[config.mk]
export PLATFORM = sky130hd
export DESIGN_NAME = vga_timing_gen_flat
export DESIGN_NICKNAME = d
export VERILOG_FILES = /design/src/rtl/vga_timing_if.sv /design/src/rtl/vga_timing_gen.sv /design/src/flat_wrapper.sv
export SDC_FILE = /design/constraint.sdc
export NUM_CORES = 1
export LEC_CHECK = 0
export CORE_ASPECT_RATIO = 0.75
export CORE_MARGIN = 2
export CORE_UTILIZATION = 45
export CTS_BUF_LIST = sky130_fd_sc_hd__clkbuf_4
export CTS_CLUSTER_SIZE = 30
export DETAILED_ROUTE_END_ITERATION = 8
export PLACE_DENSITY = 0.73
export SETUP_SLACK_MARGIN = 0.5
export SLEW_MARGIN = 25
export SYNTH_ARGS = -nofsm -noshare
export SYNTH_HDL_FRONTEND = slang
export SYNTH_SLANG_ARGS = --single-unit
[constraint.sdc]
create_clock -name clk -period 2.2 [get_ports clk]
set_input_delay 0.44 -clock clk [delete_from_list [all_inputs] [get_ports clk]]
set_output_delay 0.44 -clock clk [all_outputs]
set_load 0.005 [all_outputs]
[src/rtl/vga_timing_if.sv]
// rtl/vga_timing_if.sv - raster timing outputs shared by the timing generator and pixel renderer
interface vga_timing_if;
    logic        pix_en;
    logic [9:0]  hCount;
    logic [9:0]  vCount;
    logic        bright;
    logic        hSync;
    logic        vSync;
    logic        line_tick;
    logic        frame_tick;
    logic [15:0] frame_count;

    modport master (
        output pix_en, hCount, vCount, bright, hSync, vSync,
               line_tick, frame_tick, frame_count
    );

    modport slave (
        input  pix_en, hCount, vCount, bright, hSync, vSync,
               line_tick, frame_tick, frame_count
    );
endinterface

[src/rtl/vga_timing_gen.sv]
// rtl/vga_timing_gen.sv - raster timing generator with pixel-clock enable, line/frame pulses and frame counter
module vga_timing_gen #(
    parameter int CLK_DIV   = 4,
    parameter int H_VISIBLE = 640,
    parameter int H_FP      = 16,
    parameter int H_SYNC    = 96,
    parameter int H_BP      = 48,
    parameter int V_VISIBLE = 480,
    parameter int V_FP      = 10,
    parameter int V_SYNC    = 2,
    parameter int V_BP      = 33,
    parameter bit SYNC_POL  = 1'b0
) (
    input  logic         clk,
    input  logic         rst,
    vga_timing_if.master vga
);
    localparam int H_TOTAL = H_VISIBLE + H_FP + H_SYNC + H_BP;
    localparam int V_TOTAL = V_VISIBLE + V_FP + V_SYNC + V_BP;
    localparam int DIV_W   = $clog2(CLK_DIV);

    localparam logic [DIV_W-1:0] DIV_LAST = DIV_W'(CLK_DIV - 1);
    localparam logic [10:0] H_LAST   = 11'(H_TOTAL - 1);
    localparam logic [10:0] V_LAST   = 11'(V_TOTAL - 1);
    localparam logic [10:0] H_VIS    = 11'(H_VISIBLE);
    localparam logic [10:0] V_VIS    = 11'(V_VISIBLE);
    localparam logic [10:0] V_TICK   = 11'(V_VISIBLE - 1);
    localparam logic [10:0] HS_START = 11'(H_VISIBLE + H_FP);
    localparam logic [10:0] HS_END   = 11'(H_VISIBLE + H_FP + H_SYNC);
    localparam logic [10:0] VS_START = 11'(V_VISIBLE + V_FP);
    localparam logic [10:0] VS_END   = 11'(V_VISIBLE + V_FP + V_SYNC);

    logic [DIV_W-1:0] div;
    logic             pix_en;
    logic [9:0]       h_cnt;
    logic [9:0]       v_cnt;
    logic [9:0]       h_next;
    logic [9:0]       v_next;
    logic             h_wrap;
    logic             v_wrap;
    logic             bright_next;
    logic             hs_act;
    logic             vs_act;
    logic             bright_q;
    logic             hsync_q;
    logic             vsync_q;
    logic             line_q;
    logic             frame_q;
    logic [15:0]      frame_cnt;

    assign pix_en = (div == DIV_LAST) & ~rst;

    // Decode from the next position so the registered flags line up with the counters.
    always_comb begin
        h_wrap      = ({1'b0, h_cnt} == H_LAST);
        v_wrap      = ({1'b0, v_cnt} == V_LAST);
        h_next      = h_wrap ? 10'd0 : h_cnt + 10'd1;
        v_next      = v_cnt;
        if (h_wrap) begin
            v_next = v_wrap ? 10'd0 : v_cnt + 10'd1;
        end
        bright_next = ({1'b0, h_next} < H_VIS) && ({1'b0, v_next} < V_VIS);
        hs_act      = ({1'b0, h_next} >= HS_START) && ({1'b0, h_next} < HS_END);
        vs_act      = ({1'b0, v_next} >= VS_START) && ({1'b0, v_next} < VS_END);
    end

    always_ff @(posedge clk) begin
        if (rst) begin
            div       <= '0;
            h_cnt     <= '0;
            v_cnt     <= '0;
            bright_q  <= 1'b0;
            hsync_q   <= ~SYNC_POL;
            vsync_q   <= ~SYNC_POL;
            line_q    <= 1'b0;
            frame_q   <= 1'b0;
            frame_cnt <= '0;
        end else begin
            div     <= (div == DIV_LAST) ? '0 : div + 1'b1;
            line_q  <= 1'b0;
            frame_q <= 1'b0;
            if (pix_en) begin
                h_cnt    <= h_next;
                v_cnt    <= v_next;
                bright_q <= bright_next;
                hsync_q  <= hs_act ? SYNC_POL : ~SYNC_POL;
                vsync_q  <= vs_act ? SYNC_POL : ~SYNC_POL;
                line_q   <= h_wrap;
                // Start of vertical blank: last visible line is wrapping.
                if (h_wrap && ({1'b0, v_cnt} == V_TICK)) begin
                    frame_q   <= 1'b1;
                    frame_cnt <= frame_cnt + 16'd1;
                end
            end
        end
    end

    assign vga.pix_en      = pix_en;
    assign vga.hCount      = h_cnt;
    assign vga.vCount      = v_cnt;
    assign vga.bright      = bright_q;
    assign vga.hSync       = hsync_q;
    assign vga.vSync       = vsync_q;
    assign vga.line_tick   = line_q;
    assign vga.frame_tick  = frame_q;
    assign vga.frame_count = frame_cnt;
endmodule

[src/flat_wrapper.sv]
// flat-port wrapper written by rule: the top's interface ports become plain ports
module vga_timing_gen_flat 
#(
    parameter int CLK_DIV   = 4,
    parameter int H_VISIBLE = 640,
    parameter int H_FP      = 16,
    parameter int H_SYNC    = 96,
    parameter int H_BP      = 48,
    parameter int V_VISIBLE = 480,
    parameter int V_FP      = 10,
    parameter int V_SYNC    = 2,
    parameter int V_BP      = 33,
    parameter bit SYNC_POL  = 1'b0
)
  (clk, rst, vga_pix_en, vga_hCount, vga_vCount, vga_bright, vga_hSync, vga_vSync, vga_line_tick, vga_frame_tick, vga_frame_count);
  vga_timing_if vga_i ();
  input  logic clk;
  input  logic rst;
  output wire logic [$bits(vga_i.pix_en)-1:0] vga_pix_en;
  output wire logic [$bits(vga_i.hCount)-1:0] vga_hCount;
  output wire logic [$bits(vga_i.vCount)-1:0] vga_vCount;
  output wire logic [$bits(vga_i.bright)-1:0] vga_bright;
  output wire logic [$bits(vga_i.hSync)-1:0] vga_hSync;
  output wire logic [$bits(vga_i.vSync)-1:0] vga_vSync;
  output wire logic [$bits(vga_i.line_tick)-1:0] vga_line_tick;
  output wire logic [$bits(vga_i.frame_tick)-1:0] vga_frame_tick;
  output wire logic [$bits(vga_i.frame_count)-1:0] vga_frame_count;
  assign vga_pix_en = vga_i.pix_en;
  assign vga_hCount = vga_i.hCount;
  assign vga_vCount = vga_i.vCount;
  assign vga_bright = vga_i.bright;
  assign vga_hSync = vga_i.hSync;
  assign vga_vSync = vga_i.vSync;
  assign vga_line_tick = vga_i.line_tick;
  assign vga_frame_tick = vga_i.frame_tick;
  assign vga_frame_count = vga_i.frame_count;
  vga_timing_gen #(.CLK_DIV(CLK_DIV), .H_VISIBLE(H_VISIBLE), .H_FP(H_FP), .H_SYNC(H_SYNC), .H_BP(H_BP), .V_VISIBLE(V_VISIBLE), .V_FP(V_FP), .V_SYNC(V_SYNC), .V_BP(V_BP), .SYNC_POL(SYNC_POL)) u_core (.clk(clk), .rst(rst), .vga(vga_i));
endmodule
### Word-level counts from Yosys, hierarchy flattened

Index checks and enable logic that the tools add are counted.

* bits in registers: 43
* input port bits: 2

* $add $sub $neg: 4
* order comparisons: 6
* equal/unequal tests: 4
* multiplexer cells: 6
* bitwise operators: 3
* reductions and logical operators: 7

Operators with widths (number)
* 10-bit two-way mux: 3
* 10-bit by 1-bit adder with 10-bit output (second input constant): 2
* 10-bit equality test (second input constant): 2
* 10-bit less-than comparator (second input constant): 2
* 10-bit by 9-bit less-than comparator with 1-bit output (second input constant): 2
* 16-bit by 1-bit adder with 16-bit output (second input constant): 1
* 10-bit by 9-bit equality test with 1-bit output (second input constant): 1
* 10-bit greater-or-equal comparator (second input constant): 1
* 10-bit by 9-bit greater-or-equal comparator with 1-bit output (second input constant): 1
* 1-bit logical AND: 4
* 2-bit OR reduction: 2
* 1-bit two-way mux: 3
* 2-bit by 1-bit adder with 2-bit output (second input constant): 1
* 2-bit equality test (second input constant): 1
* 1-bit inverter: 2
* 2-bit AND reduction: 1
* 1-bit AND: 1

### Longest topological paths before layout

* depth after elaboration: 6
* gate-level depth with buffers: 9
* mapped depth without buffers: 7

### Least setup slack after synthesis

No wires, ideal clock.

* kind: reg-to-reg
* start point: register u_core.v_cnt[1], in the netlist u_core.vga.vCount[1]
* end point: register u_core.frame_cnt[12], in the netlist u_core.vga.frame_count[12]
* setup time: 0.070 ns
* arrival: 2.083 ns
* data required time: 2.130 ns
* slack: 0.047 ns
* cell stages (with the launch flop): 7
* path buffers: 0
* period minus slack after synthesis: 2.153 ns
* cell sequence: dfxtp_1 ha_1 nand4_4 nor4_4 nand4_4 or4_1 a21oi_1

* longest elaborated chain between the ends: 3

Ends and longest elaborated chain
* from (decl): line vga_timing_gen.sv:36 `logic [9:0] v_cnt;`
* from (signal assigned): line vga_timing_gen.sv:84 `v_cnt <= v_next;`
* 10-bit by 9-bit equality test with 1-bit output: line vga_timing_gen.sv:90 `if (h_wrap && ({1'b0, v_cnt} == V_TICK)) begin`
* 1-bit logical AND: line vga_timing_gen.sv:90
* 2-bit AND reduction (no line)
* to (signal assigned): line vga_timing_gen.sv:92 `frame_cnt <= frame_cnt + 16'd1;`
* to (decl): line vga_timing_gen.sv:49 `logic [15:0] frame_cnt;`

Every way passes these cells.
A chain may end at the register's enable or synchronous reset.

### Worst setup path after layout

* start point: register u_core.v_cnt[0], in the netlist u_core.vga.vCount[0]
* end point: register u_core.frame_cnt[14], in the netlist u_core.vga.frame_count[14]

The elaborated chain is that of the path after synthesis.

==> results.md <==
- The final routed wire length divided by cell count is between 15 and 20 microns.
- The worst setup path is launched from a register.
- The reg-to-reg critical path endpoint is u_core.vga.frame_count[14].
- The overall via count from detail_route is 2975.
- The critical-path maximum fanout is 6.
- For this design the static power due to leakage is 1.89 nW.
- Entering global routing, the biggest net connects 41 pins.
- The dominant register cell in the synthesized netlist is sky130_fd_sc_hd__dfxtp_1.
- Dividing total power by cell area gives a power density of 311 nW/um^2.
- The net count after synthesis is around 300.
- The clock-pin slew of the registers on the worst-case setup and hold paths is approximately 0.15 ns.
- The number of distinct library cells after synthesis is 55.
- The height of the chip is roughly 70 microns.
- The library cell with the largest summed area after synthesis is sky130_fd_sc_hd__dfxtp_1.
- Setup repair after global routing could not meet its margin everywhere.
- The reg-to-reg setup timing slack is approximately 0.24 ns.
- The overall routed net length is ~9000 microns.
- Following the worst setup path forward leads to its endpoint at u_core.vga.frame_count[14].
- Cells with a size suffix above 1 make up 44.6% of the layout.
- The worst clock skew is 0.0207 ns.
- The filler cells instantiated in the layout total 365.
- Counting flops with an async set or reset pin after synthesis yields a share of 0%.
- The number of buffers on the longest clock path is 2.
- The count of cells in the finished layout, fillers not included, comes to approximately 500.
- The number of buffers added by the clock tree synthesis step is 5.
- The overall global routing resource usage is 28.3%.
- Routability-driven placement finished with a final weighted congestion of 0.823.
- The clock reaches the later pin of the worst-skew pair after between 0.3 and 0.4 ns.
- The normalized max-slew margin is 67.3%.
- Across the VDD grid, the largest voltage drop is 0.257 mV.
- The die is 89.3 microns wide.
- Of the available clock period, the critical path in the final layout requires 89.1%.
- The final setup violation count is 0.
- The slew of the pin with the lowest slew margin is 0.490 ns.
- The number of sinks on the clock net is 43.
- Yosys attributes the largest share of cell area to sky130_fd_sc_hd__dfxtp_1 35%, sky130_fd_sc_hd__a21oi_1 4.3%, sky130_fd_sc_hd__nor2_1 4.0%.
- The first-pass GRT wire length is 13300 microns.
- The synthesized netlist cell count is between 200 and 300.
- The count of pins over their slew limit is 0.
- The synthesized area per cell is 8.22 sq um.
- The initial utilization of the core area, before any placement, comes to 46.4%.
- The number of endpoints with negative hold slack in the final report is 0.
- The maximum level of the CTS H-tree is 2.
- The start point of the critical path is u_core.vga.vCount[0].
- The most numerous cell in the Yosys netlist is sky130_fd_sc_hd__dfxtp_1.
- The logic depth of the worst register-to-register path is 7.
- The number of diodes is 0.
- The count of buffers from port buffering is 43.
- The count of flip-flops with a built-in enable after synthesis is 0.
- The worst path required time is 2.52 ns.
- The path class of the tightest hold or removal check is register to register.
- Static timing analysis puts the maximum clock frequency at a little over 500 MHz.
- The tree is rooted in a sky130_fd_sc_hd__clkbuf_4.
- Before antenna repair, the detailed router went through 5 iterations.
- The number of core rows is 23.
- The number of design rule violations left after detail routing is 0.
- The total die area is ~6100 sq um.
- The core region area is roughly 5300 sq um.
- In the synthesized netlist, the cells that appear most often are 43 x sky130_fd_sc_hd__dfxtp_1, 26 x sky130_fd_sc_hd__nor2_1, 21 x sky130_fd_sc_hd__a21oi_1, 18 x sky130_fd_sc_hd__nand2_1, 18 x sky130_fd_sc_hd__nand3_1.
- The fraction of post-synthesis cell area in the top cell type by area is a little over a third.
- The remaining number of nets flagged by the antenna check after routing is 0.
- The flow ran to the end, and the final reports show no timing, DRC or antenna violations.
- After global routing the overflow that remains totals 0.
- The average vias per placed instance is slightly above 6.
- The number of antenna violations at the first check in global routing is 0.
- The number of global-route vias before repair is 2755.
- Measured on the finished design, the core utilization comes to slightly below 80%.
- The CTS tree is built.
- The Yosys step of the flow raised 0 warnings.
- The final layout net count is ~420.
- The critical path is of the register to register type.
- The clock period could shrink to 1.96 ns.
- Counting flops and latches in the post-synthesis netlist gives 43.
- Summing every instance area after synthesis gives 2460 sq um.
- The endpoint kind of the worst setup timing path is a register.
- The sequential area share after synthesis is 35.0%.
- Across the run, the number of max-cap violations was 0.
- STA puts the critical path data arrival time at 2.28 ns.
- The first-iteration detailed-routing DRC count is 331.
- The launch point of the worst reg-to-reg path is u_core.vga.vCount[0].
- The total half-perimeter wirelength after legalization and detailed placement is 4400 microns.
- The placed cell count is 427.
- The I/O pin total is 44.
- Relative to the synthesized area, the layout overhead comes to 65.6%.
[worst min path at each step]
stage / start / endpoint / slack [ns] / depth (start not counted)
2_1_floorplan: u_core.vga.bright / u_core.vga.bright / 0.45 / 2
3_3_place_gp: u_core.div[0] / u_core.div[0] / 0.47 / 1
3_5_place_dp: u_core.div[0] / u_core.div[0] / 0.49 / 1
4_1_cts: u_core.vga.frame_count[1] / u_core.vga.frame_count[1] / 0.50 / 2
5_1_grt: u_core.vga.bright / u_core.vga.bright / 0.51 / 2
6_report: u_core.vga.bright / u_core.vga.bright / 0.51 / 2
[power breakdown]
| group | total (W) | switching [W] | internal [W] | leakage [nW] |
|---|---|---|---|---|
| Sequential | 0.000775 | 0.00000778 | 0.000767 | 0.371 |
| Clock | 0.000414 | 0.000291 | 0.000123 | 0.0288 |
| Combinational | 0.0000751 | 0.0000409 | 0.0000342 | 1.49 |
[cells by family (layout without fill, tap and decap cells)]
kind of cell / after synthesis / count (layout) / synth area share [%]
DFF: 43 / 43 / 35.0
buffers and inverters: 31 / 145 / 5.45
muxes: 2 / 2 / 0.815
xor gates and xnor gates: 13 / 13 / 4.63
and+or+nand+nor: 131 / 133 / 31.5
AOI/OAI and AO/OA: 74 / 74 / 20.0
adders and majority gates: 5 / 5 / 2.55
[worst max-delay path: stages (launching register included)]
cell and delay [ns]:
sky130_fd_sc_hd__dfxtp_4 0.40, sky130_fd_sc_hd__ha_4 0.15, sky130_fd_sc_hd__nand4_4 0.15, sky130_fd_sc_hd__nor4_4 0.19, sky130_fd_sc_hd__buf_6 0.17, sky130_fd_sc_hd__nand4_4 0.16, sky130_fd_sc_hd__or4b_4 0.54, sky130_fd_sc_hd__a21oi_2 0.15
[state kept, by name (all words and copies together) (netlist names)]
register	cells
u_core.vga.frame_tick	1
u_core.div	2
u_core.vga.vCount	10
u_core.vga.vSync	1
u_core.vga.frame_count	16
u_core.vga.hCount	10
u_core.vga.line_tick	1
u_core.vga.hSync	1
u_core.vga.bright	1
[layout make-up]
type / instances / area, sq um / area share [%]
clock inverter: 3 / 20.0 / 0.492
timing repair buffer: 126 / 1140 / 27.9
multi-input combinational: 227 / 1780 / 43.8
clock buffer: 5 / 37.5 / 0.923
sequential: 43 / 957 / 23.5
inverter: 11 / 43.8 / 1.08
tap: 75 / 93.8 / 2.31
[through the flow]
stage | setup WS [ns] | hold WS, ns | cell area (sq um) | total power (W) | setup TNS (ns)
6_report | 0.240 | 0.506 | 4070 | 0.00126 | 0
3_3_place_gp | -0.149 | 0.465 | 3180 | 0.000875 | -1.13
2_1_floorplan | 0.266 | 0.452 | 2540 | 0.000850 | 0
4_1_cts | 0.215 | 0.500 | 3780 | 0.00126 | 0
3_5_place_dp | -0.213 | 0.491 | 3180 | 0.000877 | -1.64
5_1_grt | 0.159 | 0.511 | 4070 | 0.00130 | 0
[placed cells by master, fill, tap and decap left out, types with 3 or more instances in the layout]
cell                               n
sky130_fd_sc_hd__nand3b_1          3
sky130_fd_sc_hd__nand4_4           4
sky130_fd_sc_hd__xnor2_1           4
sky130_fd_sc_hd__nand2_1          17
sky130_fd_sc_hd__nand3_2           4
sky130_fd_sc_hd__nor3_1            5
sky130_fd_sc_hd__nand4_1          11
sky130_fd_sc_hd__o21ai_0          11
sky130_fd_sc_hd__and3_1            4
sky130_fd_sc_hd__or3_4             5
sky130_fd_sc_hd__dfxtp_2          23
sky130_fd_sc_hd__clkdlybuf4s50_1   6
sky130_fd_sc_hd__a21oi_2           6
sky130_fd_sc_hd__o21ai_1           3
sky130_fd_sc_hd__a21oi_1          14
sky130_fd_sc_hd__a311oi_1          3
sky130_fd_sc_hd__dfxtp_4          18
sky130_fd_sc_hd__dlymetal6s2s_1   16
sky130_fd_sc_hd__and2_1            6
sky130_fd_sc_hd__dlygate4sd2_1    19
sky130_fd_sc_hd__a31oi_1           4
sky130_fd_sc_hd__buf_6            19
sky130_fd_sc_hd__or3_1             5
sky130_fd_sc_hd__xor2_1            8
sky130_fd_sc_hd__and4_1            4
sky130_fd_sc_hd__inv_1             8
sky130_fd_sc_hd__buf_4            64
sky130_fd_sc_hd__clkbuf_4          5
sky130_fd_sc_hd__nor2_1           26
sky130_fd_sc_hd__ha_4              4
sky130_fd_sc_hd__o31ai_1           4
sky130_fd_sc_hd__nor2b_1           4
sky130_fd_sc_hd__nand3_1          14
[metal layers]
layer / routed length, microns / global-route usage [%]
met3: 584 / 4.46
met2: 4390 / 45.8
met5: 0 / 0
met4: 323 / 12.9
met1: 3750 / 37.3
[what timing repair did]
item / CTS / global route
setup endpoints to repair: 67 / 48
pin swaps: 25 / 20
buffers inserted: 39 / 14
resized for setup: 112 / 54
cloned: 2 / 0
hold buffers: 0 / 0
(Power assumes the default switching activity.)
